## src/rtl/vga_pkg.sv

```systemverilog
// Shared timing constants and types for the 640x480@60 VGA controller.
// Latency: n/a (declarations only).
// Backpressure: n/a.
package vga_pkg;

    localparam int H_SYNC      = 96;
    localparam int H_ACT_START = 144;
    localparam int H_ACT_END   = 783;
    localparam int H_TOTAL     = 800;

    localparam int V_SYNC      = 2;
    localparam int V_ACT_START = 35;
    localparam int V_ACT_END   = 514;
    localparam int V_TOTAL     = 525;

    localparam int ADDR_W = 10;
    localparam int RGB_W  = 8;

    // Undelayed sync/blank bundle carried through the delay line.
    // Inactive value is {hs=1, vs=1, vld=0} = 3'b110.
    typedef struct packed {
        logic hs;
        logic vs;
        logic vld;
    } sync_t;

endpackage

```

## src/rtl/vga_ctrl_if.sv

```systemverilog
// Bus between the VGA timing/output stage and the picture-fetch stage plus DAC pins.
// Latency: n/a (wires only).
// Backpressure: none; the pixel stream is free-running.
// master: timing generator (drives addresses, sync, rgb; reads data).
// slave : fetch stage / pins (drives data; reads everything else).
interface vga_ctrl_if #(
    parameter int FCNT_W = 8
);
    import vga_pkg::*;

    logic [23:0]       data;
    logic [ADDR_W-1:0] h_addr;
    logic [ADDR_W-1:0] v_addr;
    logic              valid;
    logic              hsync;
    logic              vsync;
    logic              blank_n;
    logic [RGB_W-1:0]  vga_r;
    logic [RGB_W-1:0]  vga_g;
    logic [RGB_W-1:0]  vga_b;
    logic              frame_start;
    logic [FCNT_W-1:0] frame_cnt;

    modport master (
        input  data,
        output h_addr, v_addr, valid, hsync, vsync, blank_n,
        output vga_r, vga_g, vga_b, frame_start, frame_cnt
    );

    modport slave (
        output data,
        input  h_addr, v_addr, valid, hsync, vsync, blank_n,
        input  vga_r, vga_g, vga_b, frame_start, frame_cnt
    );

endinterface

```

## src/rtl/vga_ctrl_sig_delay.sv

```systemverilog
// Fixed-depth shift register used to align sync/blank with the fetch-path latency.
// Latency: DEPTH cycles (DEPTH=0 is a combinational pass-through).
// Backpressure: none; shifts every cycle.
// Ports: clk, rst_n (sync, active low, loads RESET_VAL into every stage), din, dout.
module sig_delay #(
    parameter int                 WIDTH     = 3,
    parameter int                 DEPTH     = 2,
    parameter logic [WIDTH-1:0]   RESET_VAL = '0
) (
    input  logic             clk,
    input  logic             rst_n,
    input  logic [WIDTH-1:0] din,
    output logic [WIDTH-1:0] dout
);

    generate
        if (DEPTH == 0) begin : g_pass
            assign dout = din;
        end else begin : g_shift
            logic [WIDTH-1:0] stage [DEPTH];

            always_ff @(posedge clk) begin
                if (!rst_n) begin
                    for (int i = 0; i < DEPTH; i++) begin
                        stage[i] <= RESET_VAL;
                    end
                end else begin
                    stage[0] <= din;
                    for (int i = 1; i < DEPTH; i++) begin
                        stage[i] <= stage[i-1];
                    end
                end
            end

            assign dout = stage[DEPTH-1];
        end
    endgenerate

endmodule

```

## src/rtl/vga_ctrl.sv

```systemverilog
// 640x480@60 VGA timing generator and DAC output stage.
// Latency: addresses/valid/frame_start are 0-cycle from the counters; sync/blank delayed by PIPE.
// Backpressure: none; runs every pixel clock, data must arrive PIPE cycles after its address.
// Ports: clk_div (pixel clock), clrn (sync active-low reset), bus (vga_ctrl_if.master).
module vga_ctrl
    import vga_pkg::*;
#(
    parameter int PIPE   = 2,
    parameter int FCNT_W = 8
) (
    input  logic           clk_div,
    input  logic           clrn,
    vga_ctrl_if.master     bus
);

    logic [ADDR_W-1:0] h_cnt;
    logic [ADDR_W-1:0] v_cnt;
    logic [FCNT_W-1:0] fcnt;

    logic  h_end;
    logic  v_end;
    logic  act_vld;
    sync_t raw;
    sync_t dly;

    assign h_end = (h_cnt == ADDR_W'(H_TOTAL - 1));
    assign v_end = (v_cnt == ADDR_W'(V_TOTAL - 1));

    always_ff @(posedge clk_div) begin
        if (!clrn) begin
            h_cnt <= '0;
            v_cnt <= '0;
            fcnt  <= '0;
        end else begin
            h_cnt <= h_end ? '0 : h_cnt + 1'b1;
            if (h_end) begin
                v_cnt <= v_end ? '0 : v_cnt + 1'b1;
            end
            // Frame completes on the last pixel of the last line.
            if (h_end && v_end) begin
                fcnt <= fcnt + 1'b1;
            end
        end
    end

    assign act_vld = (h_cnt >= ADDR_W'(H_ACT_START)) && (h_cnt <= ADDR_W'(H_ACT_END)) &&
                     (v_cnt >= ADDR_W'(V_ACT_START)) && (v_cnt <= ADDR_W'(V_ACT_END));

    assign raw.hs  = (h_cnt >= ADDR_W'(H_SYNC));
    assign raw.vs  = (v_cnt >= ADDR_W'(V_SYNC));
    assign raw.vld = act_vld;

    // Sync/blank are delayed to line up with the pixel the fetch stage returns;
    // reset flushes every stage to the inactive pattern so no stale pixel leaks out.
    sig_delay #(
        .WIDTH     (3),
        .DEPTH     (PIPE),
        .RESET_VAL (3'b110)
    ) u_dly (
        .clk   (clk_div),
        .rst_n (clrn),
        .din   (raw),
        .dout  (dly)
    );

    assign bus.h_addr      = act_vld ? h_cnt - ADDR_W'(H_ACT_START) : '0;
    assign bus.v_addr      = act_vld ? v_cnt - ADDR_W'(V_ACT_START) : '0;
    assign bus.valid       = act_vld;
    assign bus.frame_start = (h_cnt == '0) && (v_cnt == '0);
    assign bus.frame_cnt   = fcnt;

    assign bus.hsync   = dly.hs;
    assign bus.vsync   = dly.vs;
    assign bus.blank_n = dly.vld;

    assign bus.vga_r = dly.vld ? bus.data[23:16] : '0;
    assign bus.vga_g = dly.vld ? bus.data[15:8]  : '0;
    assign bus.vga_b = dly.vld ? bus.data[7:0]   : '0;

endmodule

```

## src/flat_wrapper.sv

```systemverilog
// flat-port wrapper written by rule: the top's interface ports become plain ports
module vga_ctrl_flat import vga_pkg::*;
#(
    parameter int PIPE   = 2,
    parameter int FCNT_W = 8
)
  (clk_div, clrn, bus_data, bus_h_addr, bus_v_addr, bus_valid, bus_hsync, bus_vsync, bus_blank_n, bus_vga_r, bus_vga_g, bus_vga_b, bus_frame_start, bus_frame_cnt);
  vga_ctrl_if #(.FCNT_W(FCNT_W)) bus_i ();
  input  logic clk_div;
  input  logic clrn;
  input wire logic [$bits(bus_i.data)-1:0] bus_data;
  output wire logic [$bits(bus_i.h_addr)-1:0] bus_h_addr;
  output wire logic [$bits(bus_i.v_addr)-1:0] bus_v_addr;
  output wire logic [$bits(bus_i.valid)-1:0] bus_valid;
  output wire logic [$bits(bus_i.hsync)-1:0] bus_hsync;
  output wire logic [$bits(bus_i.vsync)-1:0] bus_vsync;
  output wire logic [$bits(bus_i.blank_n)-1:0] bus_blank_n;
  output wire logic [$bits(bus_i.vga_r)-1:0] bus_vga_r;
  output wire logic [$bits(bus_i.vga_g)-1:0] bus_vga_g;
  output wire logic [$bits(bus_i.vga_b)-1:0] bus_vga_b;
  output wire logic [$bits(bus_i.frame_start)-1:0] bus_frame_start;
  output wire logic [$bits(bus_i.frame_cnt)-1:0] bus_frame_cnt;
  assign bus_i.data = bus_data;
  assign bus_h_addr = bus_i.h_addr;
  assign bus_v_addr = bus_i.v_addr;
  assign bus_valid = bus_i.valid;
  assign bus_hsync = bus_i.hsync;
  assign bus_vsync = bus_i.vsync;
  assign bus_blank_n = bus_i.blank_n;
  assign bus_vga_r = bus_i.vga_r;
  assign bus_vga_g = bus_i.vga_g;
  assign bus_vga_b = bus_i.vga_b;
  assign bus_frame_start = bus_i.frame_start;
  assign bus_frame_cnt = bus_i.frame_cnt;
  vga_ctrl #(.PIPE(PIPE), .FCNT_W(FCNT_W)) u_core (.clk_div(clk_div), .clrn(clrn), .bus(bus_i));
endmodule
```

## config.mk

```make
export PLATFORM = sky130hd
export DESIGN_NAME = vga_ctrl_flat
export DESIGN_NICKNAME = d
export VERILOG_FILES = /design/src/rtl/vga_pkg.sv /design/src/rtl/vga_ctrl_if.sv /design/src/rtl/vga_ctrl_sig_delay.sv /design/src/rtl/vga_ctrl.sv /design/src/flat_wrapper.sv
export SDC_FILE = /design/constraint.sdc
export NUM_CORES = 1
export LEC_CHECK = 0
export BUFFER_PORTS_ARGS = -buffer_cell sky130_fd_sc_hd__buf_2
export CAP_MARGIN = 20
export CORE_ASPECT_RATIO = 1.2
export CORE_MARGIN = 1
export CORE_UTILIZATION = 45
export DETAILED_ROUTE_END_ITERATION = 8
export PLACE_DENSITY = 0.74
export SYNTH_ARGS = -nofsm -noshare
export SYNTH_HDL_FRONTEND = slang
export SYNTH_SLANG_ARGS = --single-unit
```

## constraint.sdc

```tcl
create_clock -name clk_div -period 2.5 [get_ports clk_div]
set_input_delay 0.5 -clock clk_div [delete_from_list [all_inputs] [get_ports clk_div]]
set_output_delay 0.5 -clock clk_div [all_outputs]
set_load 0.02 [all_outputs]
```

==> Word-level counts from Yosys, hierarchy flattened <==
Memories as Yosys holds them, arrays and structs flattened.
Index checks and enable logic that the tools add are counted.
{ "word_totals": {"reg_bits": 28, "latchBits": 0, "mem_bits_rw": 6, "mem_bits_ro": 0, "in_bits": 26, "output_inout_bits": 57, "wordCells": 38, "n_memories": 1} }
{ "memory_table": {"columns": ["name", "depth", "word_bits", "read_ports", "rd_clocked_by_memory_dff", "write_ports", "line_no", "text"], "rows": [
  ["u_core.u_dly.g_shift.stage", 2, 3, 2, 0, 2, "vga_ctrl_sig_delay.sv:20", "logic [WIDTH-1:0] stage [DEPTH];"]
]} }
{ "classes": {"n_addsub": 5, "multipliers": 0, "n_div": 0, "order_cmp": 6, "eq_ne": 2, "shift": 0, "muxes": 10, "bitwise_logic": 3, "reduce_logical": 8} }
{ "ops": {"columns": ["operator", "n"], "rows": [
  ["10-bit two-way mux", 3],
  ["8-bit two-way mux", 3],
  ["10-bit by 1-bit adder with 10-bit output (second input constant)", 2],
  ["10-bit == test (second input constant)", 2],
  ["10-bit <= comparator (second input constant)", 2],
  ["10-bit logical NOT", 2],
  ["10-bit by 2-bit greater-or-equal comparator with 1-bit output (second input constant)", 1],
  ["10-bit by 6-bit greater-or-equal comparator with 1-bit output (second input constant)", 1],
  ["10-bit by 7-bit greater-or-equal comparator with 1-bit output (second input constant)", 1],
  ["10-bit by 8-bit greater-or-equal comparator with 1-bit output (second input constant)", 1],
  ["10-bit by 6-bit subtractor with 10-bit output (second input constant)", 1],
  ["10-bit by 8-bit subtractor with 10-bit output (second input constant)", 1],
  ["8-bit by 1-bit adder with 8-bit output (second input constant)", 1],
  ["3-bit two-way mux", 2],
  ["1-bit logical AND", 5],
  ["1-bit two-way mux", 2],
  ["1-bit OR", 2],
  ["2-bit OR reduction", 1],
  ["1-bit inverter", 1]
]} }

==> Depth between registers and ports, before layout <==
Gate-level depths: netlist of run 1.
{ "logic_depth": {"ltp_word": 5, "depth_mapped": 8} }

==> Modules after synthesis <==
Synthesis of run 1 repeated with hierarchy kept, for this count alone.
{ "hier_totals": {"hier_cells": 292, "hier_area_um2": 2235.9} }
{ "by_module_without_submodules": {"columns": ["mod", "instances", "cells_per_inst", "area_each_um2", "seq_area_each_um2"], "rows": [
  ["vga_ctrl", 1, 277, 2055.7, 560.5],
  ["sig_delay", 1, 15, 180.2, 120.1]
]} }

==> Worst setup path before layout of run 1 <==
OpenSTA, ideal clock, no wires.
{ "synth_timing": {"path_kind": "register to output", "start": "register u_core.v_cnt[1]", "end": "output port bus_v_addr[5]", "arrival_time_ps": 2129, "slack_ps": -129, "stages_incl_launch_ff": 7, "path_buffers": 1, "path_cell_list": "dfxtp_1 > ha_1 > clkbuf_1 > o41a_1 > nor3_1 > a311o_1 > nor4_1"} }
{ "synth_between": {"elab_chain_len": 4} }
{ "synth_lines": {"columns": ["element", "line_no", "text"], "rows": [
  ["start, declared", "vga_ctrl.sv:17", "logic [ADDR_W-1:0] v_cnt;"],
  ["start signal, assigned", "vga_ctrl.sv:37", "v_cnt <= v_end ? '0 : v_cnt + 1'b1;"],
  ["10-bit by 6-bit greater-or-equal comparator with 1-bit output", "vga_ctrl.sv:47", "(v_cnt >= ADDR_W'(V_ACT_START)) && (v_cnt <= ADDR_W'(V_ACT_END));"],
  ["1-bit logical AND", "vga_ctrl.sv:46", "assign act_vld = (h_cnt >= ADDR_W'(H_ACT_START)) && (h_cnt <= ADDR_W'(H_ACT_END)) &&"],
  ["1-bit logical AND", "vga_ctrl.sv:47", null],
  ["10-bit two-way mux (*)", "vga_ctrl.sv:67", "assign bus.v_addr = act_vld ? v_cnt - ADDR_W'(V_ACT_START) : '0;"],
  ["end, declared", "flat_wrapper.sv:13", "output wire logic [$bits(bus_i.v_addr)-1:0] bus_v_addr;"]
]} }
Every way passes the cells marked *; elsewhere a longest branch is shown, timed or not.

==> Worst setup path in the final report of run 1 <==
{ "layout_timing": {"start": "register u_core.h_cnt[0]", "end": "output port bus_v_addr[5]"} }
{ "layout_between": {"elab_chain_len": 5} }
{ "layout_lines": {"columns": ["element", "line_no", "text"], "rows": [
  ["start, declared", "vga_ctrl.sv:16", "logic [ADDR_W-1:0] h_cnt;"],
  ["start signal, assigned", "vga_ctrl.sv:35", "h_cnt <= h_end ? '0 : h_cnt + 1'b1;"],
  ["10-bit by 8-bit greater-or-equal comparator with 1-bit output / 10-bit <= comparator (equally long branches)", "vga_ctrl.sv:46", null],
  ["1-bit logical AND (*) (2 in series)", "vga_ctrl.sv:46", null],
  ["1-bit logical AND (*)", "vga_ctrl.sv:47", null],
  ["10-bit two-way mux (*)", "vga_ctrl.sv:67", null]
]} }
Marks and branches as above.

==> impl_metrics.toml, run 1 <==
[run_status]
status = "complete, but fails checks"
violations = "setup timing"

[global_routing]
antenna_found_initial = 0
grt_pass1_vias = 2037
track_usage_pct = 23.6
grt_max_degree = 32
grt_overflow = 0
grt_pass1_wl_um = 9610

[synthesis]
synth-async-reset-ratio_pct = 0
ys_seq_area_share_pct = 29.6
synth-seq-cells = 34
netlist_area_mm2 = 0.00230
yosysWarnings = 0
ys_types = 43
synth_cells = 290
synth_ff_type = "dfxtp_1"
yosysTopAreaCellShare_pct = 29.6
synth.top_cells.by_area = "dfxtp_1 30%, and2_1 7.6%, ha_1 6.0%"
synth_enable_flop_cells = 0
syn_nets = 327
yosysTopAreaCell = "dfxtp_1"
syn_avg_cell_area_um2 = 7.93

[sta]
slew_viol_final = 0
fin_crit_sh_pct = 103
slew_headroom_pct = 64.3
worst_pin_slew_ns = 0.535
grt_setup_unrepaired = "true"
fin_ws_ns = -0.0798
skew_ns = 0.00332
setup_viol = 16
setup_tns_ns = -0.686
period_minus_slack_ns = 2.58
timing.fmax_ghz = 0.388
hold_viol = 0

[power]
seq_power_share_pct = 53.0
swShare_pct = 22.9
power_switching_mw = 0.240
power_frac_comb_pct = 6.8
power_density_mw_per_mm2 = 320
pwr-share-clk_pct = 40.2
p_leak_nw = 1.53
internal-power_mw = 0.809
irDropWorstVdd_mv = 0.274
total_power_mw = 1.05

[detailed_routing]
via_per_inst = 5.51
wire_per_inst_um = 14.5
drt-total-wl_um = 6560
wl_met3_um = 438
drtIter0Drc = 107
dr_wl_met2_um = 3350
drc = 0
met1Wirelength_um = 2590
postRouteAntennaNets = 0
drtPass1Iterations = 4
top_layer_used = "met4"
vias = 2489

[placement]
portBuffers = 82
placedInstanceArea_mm2 = 0.00287
place_hpwl_um = 4340
place.gp.congestion = 0.893

[finish]
drive_above_1_share_pct = 42.1
nFillCells = 400
finalNetCount = 428
final_common_cell = "buf_2"
syn_to_final_growth_pct = 42.4
antenna_cells = 0
final_cell_mix = "64 x buf_2, 44 x buf_4, 28 x dfxtp_1, 27 x nor2_1, 27 x and2_1"
final_area_mm2 = 0.00328

[clocking]
clkLatencyLatePin_ns = 0.29
hold_buffers = 0
clk_pin_slew_worst_paths_ns = 0.07
cts_tree = "done"
cts.sinks = 34
cts_buffers = 5
clock-root-buffer = "clkbuf_8"
cts_buffer_depth = 2
htreeDepth = 2

[setup_path]
crit_family = "simple AND/OR/NAND/NOR gates"
crit_arrival_ns = 2.08
critPathBufInv = 3
crit_path_start_kind = "register"
cp_max_fo = 5
r2r_slack_ns = 0.23
critPathRequiredTime_ns = 2.00
crit_top_cell = "buf_4"
critical_path_class = "register to primary output"
cpMaxStageDelayCell = "a311o_2"
crit_path_end_kind = "primary output"
worstPathCellList = "inv_2 -> ha_2 -> nor3b_4 -> nand4b_1 -> a311o_2 -> buf_4 -> nor4_4 -> buf_4"
cp_slowest_stage_delay_ns = 0.41

[floorplan]
dieHeight_um = 80.3
fp.coreArea_mm2 = 0.00494
ioPinCount = 83
die_area_mm2 = 0.00540
chipWidth_um = 67.3
rows = 28
initial_core_util_pct = 46.6

[job]
drv_cap = 0

[worst_hold_path]
hp-class = "register to register"
-- cell families (layout without fill, tap and decap cells) --
| kind of cell | count (synthesis) | after routing | synth area share (%) |
|---|---|---|---|
| AO/OA/AOI/OAI | 41 | 41 | 11.5 |
| XOR/XNOR | 20 | 20 | 7.61 |
| adder cells (fa/ha/maj) | 11 | 11 | 5.98 |
| buffers and inverters | 32 | 134 | 6.42 |
| flip-flops | 34 | 34 | 29.6 |
| AND/OR/NAND/NOR | 152 | 152 | 38.9 |
-- per-layer routing --
metal | up-vias | track usage [%]
li1 | 1204 | -
met1 | 1147 | 27.9
met2 | 117 | 41.0
met3 | 21 | 5.40
met4 | 0 | 7.87
met5 | - | 0
-- power by group through the flow --
stage | Sequential [mW] | Clock [mW] | Combinational (mW)
6_report | 0.556 | 0.422 | 0.0716
5_1_grt | 0.556 | 0.462 | 0.0792
4_1_cts | 0.555 | 0.435 | 0.0700
3_5_place_dp | 0.567 | 0 | 0.0626
3_3_place_gp | 0.567 | 0 | 0.0622
2_1_floorplan | 0.569 | 0 | 0.0248
-- path summary, 6_finish.rpt --
path,start,endpoint,depth (start not counted)
worst min register to register,u_core.u_dly.g_shift.stage[0][1],u_core.u_dly.g_shift.stage[0][4],1
worst max-delay path,u_core.h_cnt[0],bus_v_addr[5],8
worst max register to register,u_core.v_cnt[0],u_core.bus.frame_cnt[6],7
worst min-delay path,u_core.u_dly.g_shift.stage[0][1],u_core.u_dly.g_shift.stage[0][4],1
-- synth_stat cells (all sizes together) (9+ instances only) --
cell	count
a21oi	17
and2	28
o31ai	9
buf	13
nor2	31
xor2	9
nand2	29
dfxtp	34
nand4	10
ha	11
clkbuf	10
xnor2	11
-- layout make-up --
cell class              count  area, um2  area share, %
clock inverters             1       5.00          0.153
inverters                   9       38.8           1.18
flip-flops and latches     34        688           21.0
multi-input cells         224       1620           49.5
repair buffers            117        761           23.2
clock buffers               7       86.3           2.64
well taps                  60       75.1           2.29
-- stage by stage --
| step | util [%] | hold slack [ns] | setup slack (ns) | cells |
|---|---|---|---|---|
| CTS | 62.8 | 0.419 | -0.0502 | 448 |
| global placement | 58.1 | 0.397 | 0.162 | 433 |
| floorplan | - | 0.386 | 0.0551 | 290 |
| global route | 66.3 | 0.451 | -0.173 | 452 |
| finish | 66.3 | 0.419 | -0.0798 | 452 |
| detailed placement | 58.1 | 0.402 | 0.0721 | 433 |
-- what timing repair did --
action / CTS / global route
buffers inserted: 5 / 4
resized for setup: 36 / 37
endpoints found under the setup margin: 21 / 22
gates cloned: 2 / 0
pin swaps: 6 / 10
-- worst reg2reg max path: cells and delay by family, from the launching register on --
family	cells	cell delay, ns
flip-flops	1	0.31
adder cells (fa/ha/maj)	1	0.17
buffers and inverters	2	0.28
AO/OA/AOI/OAI	1	0.15
AND/OR/NAND/NOR	3	1.30
-- registers in the layout (all words and copies together) (netlist names) --
name                        count
u_core.bus.frame_cnt            8
u_core.u_dly.g_shift.stage      6
u_core.v_cnt                   10
u_core.h_cnt                   10
(Power assumes the default switching activity.)
==> run 2: changes to the inputs <==
--- a/config.mk
+++ b/config.mk
@@ -12,6 +12,7 @@
 export CORE_UTILIZATION = 45
 export DETAILED_ROUTE_END_ITERATION = 8
 export PLACE_DENSITY = 0.74
+export SKIP_CTS_REPAIR_TIMING = 1
 export SYNTH_ARGS = -nofsm -noshare
 export SYNTH_HDL_FRONTEND = slang
 export SYNTH_SLANG_ARGS = --single-unit
==> impl_metrics.toml, run 2 (same netlist as run 1, synthesis figures left out) <==
[clocking]
htreeDepth = 2
cts_buffer_depth = 2
cts.sinks = 34
clk_pin_slew_worst_paths_ns = 0.07
clkLatencyLatePin_ns = 0.29
clock-root-buffer = "clkbuf_8"
cts_tree = "done"
cts_buffers = 5

[detailed_routing]
wire_per_inst_um = 14.5
drt-total-wl_um = 6560
postRouteAntennaNets = 0
via_per_inst = 5.46
drc = 0
drtPass1Iterations = 5
vias = 2469
drtIter0Drc = 101

[global_routing]
grt_pass1_wl_um = 8980
grt_pass1_vias = 1962
grt_max_degree = 32
track_usage_pct = 22.0
grt_overflow = 0
antenna_found_initial = 0

[floorplan]
chipWidth_um = 67.3
ioPinCount = 83
initial_core_util_pct = 46.6
dieHeight_um = 80.3
rows = 28
die_area_mm2 = 0.00540
fp.coreArea_mm2 = 0.00494

[worst_hold_path]
min_from = "u_core.u_dly.g_shift.stage[0][2]"
whs_path_depth = 1
hold_end = "u_core.u_dly.g_shift.stage[0][5]"
hp-class = "register to register"

[run_status]
status = "complete, but fails checks"
violations = "setup timing"

[setup_path]
crit_arrival_ns = 2.07
regToRegEndpoint = "u_core.bus.frame_cnt[7]"
r2r-start = "u_core.v_cnt[0]"
cpMaxStageDelayCell = "a311o_2"
critPathBufInv = 4
critical_path_class = "register to primary output"
ff2ff_path_depth = 7
cp_max_fo = 6
crit_top_cell = "buf_6"
worstPathCellList = "inv_2 -> ha_2 -> nor3b_4 -> a221oi_2 -> a311o_2 -> buf_6 -> buf_4 -> nor2_4 -> buf_6"
crit_family = "buffers and inverters"
crit_path_start_kind = "register"
r2r_slack_ns = 0.21
cp_slowest_stage_delay_ns = 0.39
critPathRequiredTime_ns = 2.00
path_depth = 9
crit_path_end_kind = "primary output"

[power]
p_leak_nw = 1.53
irDropWorstVdd_mv = 0.280
power_density_mw_per_mm2 = 321
total_power_mw = 1.05

[finish]
nFillCells = 414
final_cell_mix = "66 x buf_2, 42 x buf_4, 28 x dfxtp_1, 27 x and2_1, 26 x nor2_1"
final_area_mm2 = 0.00327
finalNetCount = 428
multi_input_area_mm2 = 0.00163
antenna_cells = 0
syn_to_final_growth_pct = 42.1
drive_above_1_share_pct = 42.6
final_common_cell = "buf_2"
seqCellArea_um2 = 691

[sta]
slew_headroom_pct = 65.7
period_minus_slack_ns = 2.57
slew_viol_final = 0
setup_viol = 14
timing.fmax_ghz = 0.389
fin_crit_sh_pct = 103
setup_tns_ns = -0.723
grt_setup_unrepaired = "true"
fin_ws_ns = -0.0727
hold_viol = 0
worst_pin_slew_ns = 0.513
skew_ns = 0.00436
timing.hold.ws_ns = 0.423

[placement]
place.gp.congestion = 0.893
post-place-ws_ns = 0.0721
portBuffers = 82
placedInstanceArea_mm2 = 0.00287
place_hpwl_um = 4340

[job]
drv_cap = 0
==> run 2: cell types whose count changed in the layout (fill, tap and decap cells not counted), moves of 2 or more <==
cell and delta:
buf_4 -2, inv_2 +2, buf_2 +2, nand2_4 +2, inv_4 -2
==> run 2: worst reg2reg max path, stage by stage, from the launching register on <==
cell and delay, ns:
dfxtp_1 0.32, buf_4 0.16, inv_1 0.12, ha_1 0.17
nor4b_4 0.26, nand4_2 0.42, or4_1 0.63, a21oi_1 0.15
==> run 2: how the worst max path moves through the flow <==
stage | start | endpoint | slack, ns
6_report | u_core.h_cnt[4] | bus_h_addr[3] | -0.07
3_3_place_gp | u_core.h_cnt[1] | bus_v_addr[9] | 0.16
4_1_cts | u_core.h_cnt[4] | bus_v_addr[9] | -0.27
3_5_place_dp | u_core.h_cnt[4] | bus_v_addr[9] | 0.07
5_1_grt | u_core.v_cnt[1] | bus_v_addr[8] | -0.20
2_1_floorplan | u_core.v_cnt[1] | bus_v_addr[9] | 0.06
==> run 2: cell type report <==
cell class | count | area share [%]
well taps | 60 | 2.30
repair buffers | 117 | 22.8
multi-input cells | 224 | 49.9
clock inverters | 1 | 0.153
flip-flops and latches | 34 | 21.1
inverters | 9 | 1.03
clock buffers | 7 | 2.64
==> run 2: metal layers <==
| metal | global-route usage [%] | part of all wire, % | vias to the layer above |
|---|---|---|---|
| met5 | 0 | 0 | - |
| met4 | 7.02 | 1.4 | 0 |
| met3 | 5.40 | 6.3 | 12 |
| met2 | 38.1 | 52 | 106 |
| met1 | 25.8 | 40 | 1144 |
| li1 | - | - | 1207 |
==> run 2: report_power, final <==
part | total (mW) | switching [mW] | internal (mW) | leakage (nW)
combinational | 0.0743 | 0.0361 | 0.0383 | 1.20
clock | 0.420 | 0.198 | 0.222 | 0.0482
sequential | 0.555 | 0.00587 | 0.549 | 0.279
==> run 2: stage by stage <==
stage / utilization, % / std cells
2_1_floorplan: - / 290
3_3_place_gp: 58.1 / 433
3_5_place_dp: 58.1 / 433
4_1_cts: 59.9 / 441
5_1_grt: 66.2 / 452
6_report: 66.2 / 452
==> run 3: changes to the inputs <==
--- a/config.mk
+++ b/config.mk
@@ -5,6 +5,7 @@
 export SDC_FILE = /design/constraint.sdc
 export NUM_CORES = 1
 export LEC_CHECK = 0
+export ABC_CLOCK_PERIOD_IN_PS = 2470
 export BUFFER_PORTS_ARGS = -buffer_cell sky130_fd_sc_hd__buf_2
 export CAP_MARGIN = 20
 export CORE_ASPECT_RATIO = 1.2
==> constraint.sdc (replaced) <==
create_clock -name clk_div -period 2.47 [get_ports clk_div]
set_input_delay 0.494 -clock clk_div [delete_from_list [all_inputs] [get_ports clk_div]]
set_output_delay 0.494 -clock clk_div [all_outputs]
set_load 0.02 [all_outputs]
==> impl_metrics.toml, run 3 (same netlist as run 1, synthesis figures left out) <==
[sta]
hold_viol = 0
period_minus_slack_ns = 2.61
fin_crit_sh_pct = 106
grt_setup_unrepaired = "true"
setup_viol = 21
fin_ws_ns = -0.139
timing.fmax_ghz = 0.383
slew_viol_final = 0
worst_pin_slew_ns = 0.570
slew_headroom_pct = 61.9
skew_ns = 0.00616

[clocking]
clk_pin_slew_worst_paths_ns = 0.07
cts_buffers = 5
cts.sinks = 34
clock-root-buffer = "clkbuf_8"
cts_buffer_depth = 2
clkLatencyLatePin_ns = 0.29
htreeDepth = 2
cts_tree = "done"

[power]
p_leak_nw = 1.53
irDropWorstVdd_mv = 0.226
seq_power_share_pct = 48.9
swShare_pct = 22.3
power_frac_comb_pct = 6.9
pwr-share-clk_pct = 44.2
power_density_mw_per_mm2 = 353
power_switching_mw = 0.257
internal-power_mw = 0.894

[setup_path]
cp_max_fo = 6
worstPathCellList = "inv_4 -> ha_4 -> nor3b_4 -> nand4b_1 -> a311o_2 -> buf_6 -> nor3b_4 -> buf_6"
critPathRequiredTime_ns = 1.98
crit_arrival_ns = 2.11
crit_path_end_kind = "primary output"
cp_slowest_stage_delay_ns = 0.42
crit_family = "simple AND/OR/NAND/NOR gates"
critPathBufInv = 3
cpMaxStageDelayCell = "a311o_2"
critical_path_class = "register to primary output"
crit_path_start_kind = "register"

[finish]
finalNetCount = 427
final_cell_mix = "65 x buf_2, 42 x buf_4, 31 x dfxtp_1, 27 x nor2_1, 27 x and2_1"
nFillCells = 412
final_common_cell = "buf_2"
antenna_cells = 0
seqCellArea_um2 = 687
drive_above_1_share_pct = 40.7
multi_input_area_mm2 = 0.00161
syn_to_final_growth_pct = 41.8
final_util_pct = 66.0

[floorplan]
die_area_mm2 = 0.00540
rows = 28
initial_core_util_pct = 46.6
chipWidth_um = 67.3
dieHeight_um = 80.3
ioPinCount = 83
fp.coreArea_mm2 = 0.00494

[placement]
portBuffers = 82
place.gp.congestion = 0.893
post-place-ws_ns = 0.0611
place_hpwl_um = 4500

[detailed_routing]
vias = 2487
drtIter0Drc = 139
drtPass1Iterations = 5
postRouteAntennaNets = 0
wire_per_inst_um = 15.1
via_per_inst = 5.51
drc = 0
drt-total-wl_um = 6830

[global_routing]
grt_max_degree = 32
grt_pass1_vias = 2076
grt_overflow = 0
grt_pass1_wl_um = 9580
antenna_found_initial = 0
track_usage_pct = 23.4

[job]
drv_cap = 0

[run_status]
violations = "setup timing"
status = "complete, but fails checks"

[worst_hold_path]
hp-class = "register to register"
-- run 3: changes by cell type in the layout (fill, tap and decap cells not counted), sizes merged --
cell    delta
clkbuf     -2
clkinv     +1
bufinv     +1
buf        -1
-- run 3: per-stage QoR --
| step | hold slack [ns] | power (mW) | cells | cell area, um2 | setup TNS (ns) |
|---|---|---|---|---|---|
| finish | 0.413 | 1.15 | 451 | 3260 | -1.79 |
| global route | 0.445 | 1.19 | 451 | 3260 | -3.72 |
| CTS | 0.420 | 1.14 | 443 | 2990 | -3.86 |
| detailed placement | 0.401 | 0.637 | 435 | 2880 | 0 |
| global placement | 0.400 | 0.637 | 435 | 2880 | 0 |
| floorplan | 0.386 | 0.601 | 290 | 2320 | 0 |
-- run 3: layout make-up --
class                      instances  area share, %
clock inverter                     3           1.23
multi-input combinational        224           49.4
sequential                        34           21.1
timing repair buffer             116           22.7
tap                               60           2.30
clock buffer                       5           2.11
inverter                           9           1.11
-- run 3: power by group through the flow --
stage / clock network [mW] / registers, mW / logic, mW
2_1_floorplan: 0 / 0.576 / 0.0251
3_3_place_gp: 0 / 0.574 / 0.0627
3_5_place_dp: 0 / 0.574 / 0.0633
4_1_cts: 0.519 / 0.561 / 0.0636
5_1_grt: 0.542 / 0.564 / 0.0885
6_report: 0.508 / 0.563 / 0.0795
-- run 3: path summary, 6_finish.rpt --
| path | from | end | slack (ns) | cells past startpoint |
|---|---|---|---|---|
| max | u_core.h_cnt[1] | bus_v_addr[7] | -0.14 | 8 |
| min | u_core.u_dly.g_shift.stage[0][1] | u_core.u_dly.g_shift.stage[0][4] | 0.41 | 1 |
| max reg2reg | u_core.v_cnt[9] | u_core.bus.frame_cnt[7] | 0.32 | 5 |
| min reg2reg | u_core.u_dly.g_shift.stage[0][1] | u_core.u_dly.g_shift.stage[0][4] | 0.41 | 1 |
-- run 3: per-layer routing --
layer / global-route usage [%] / share of wire, % / vias up
li1: - / - / 1202
met1: 27.7 / 39 / 1154
met2: 40.4 / 52 / 112
met3: 4.26 / 6.3 / 19
met4: 9.36 / 2.7 / 0
met5: 0 / 0 / -
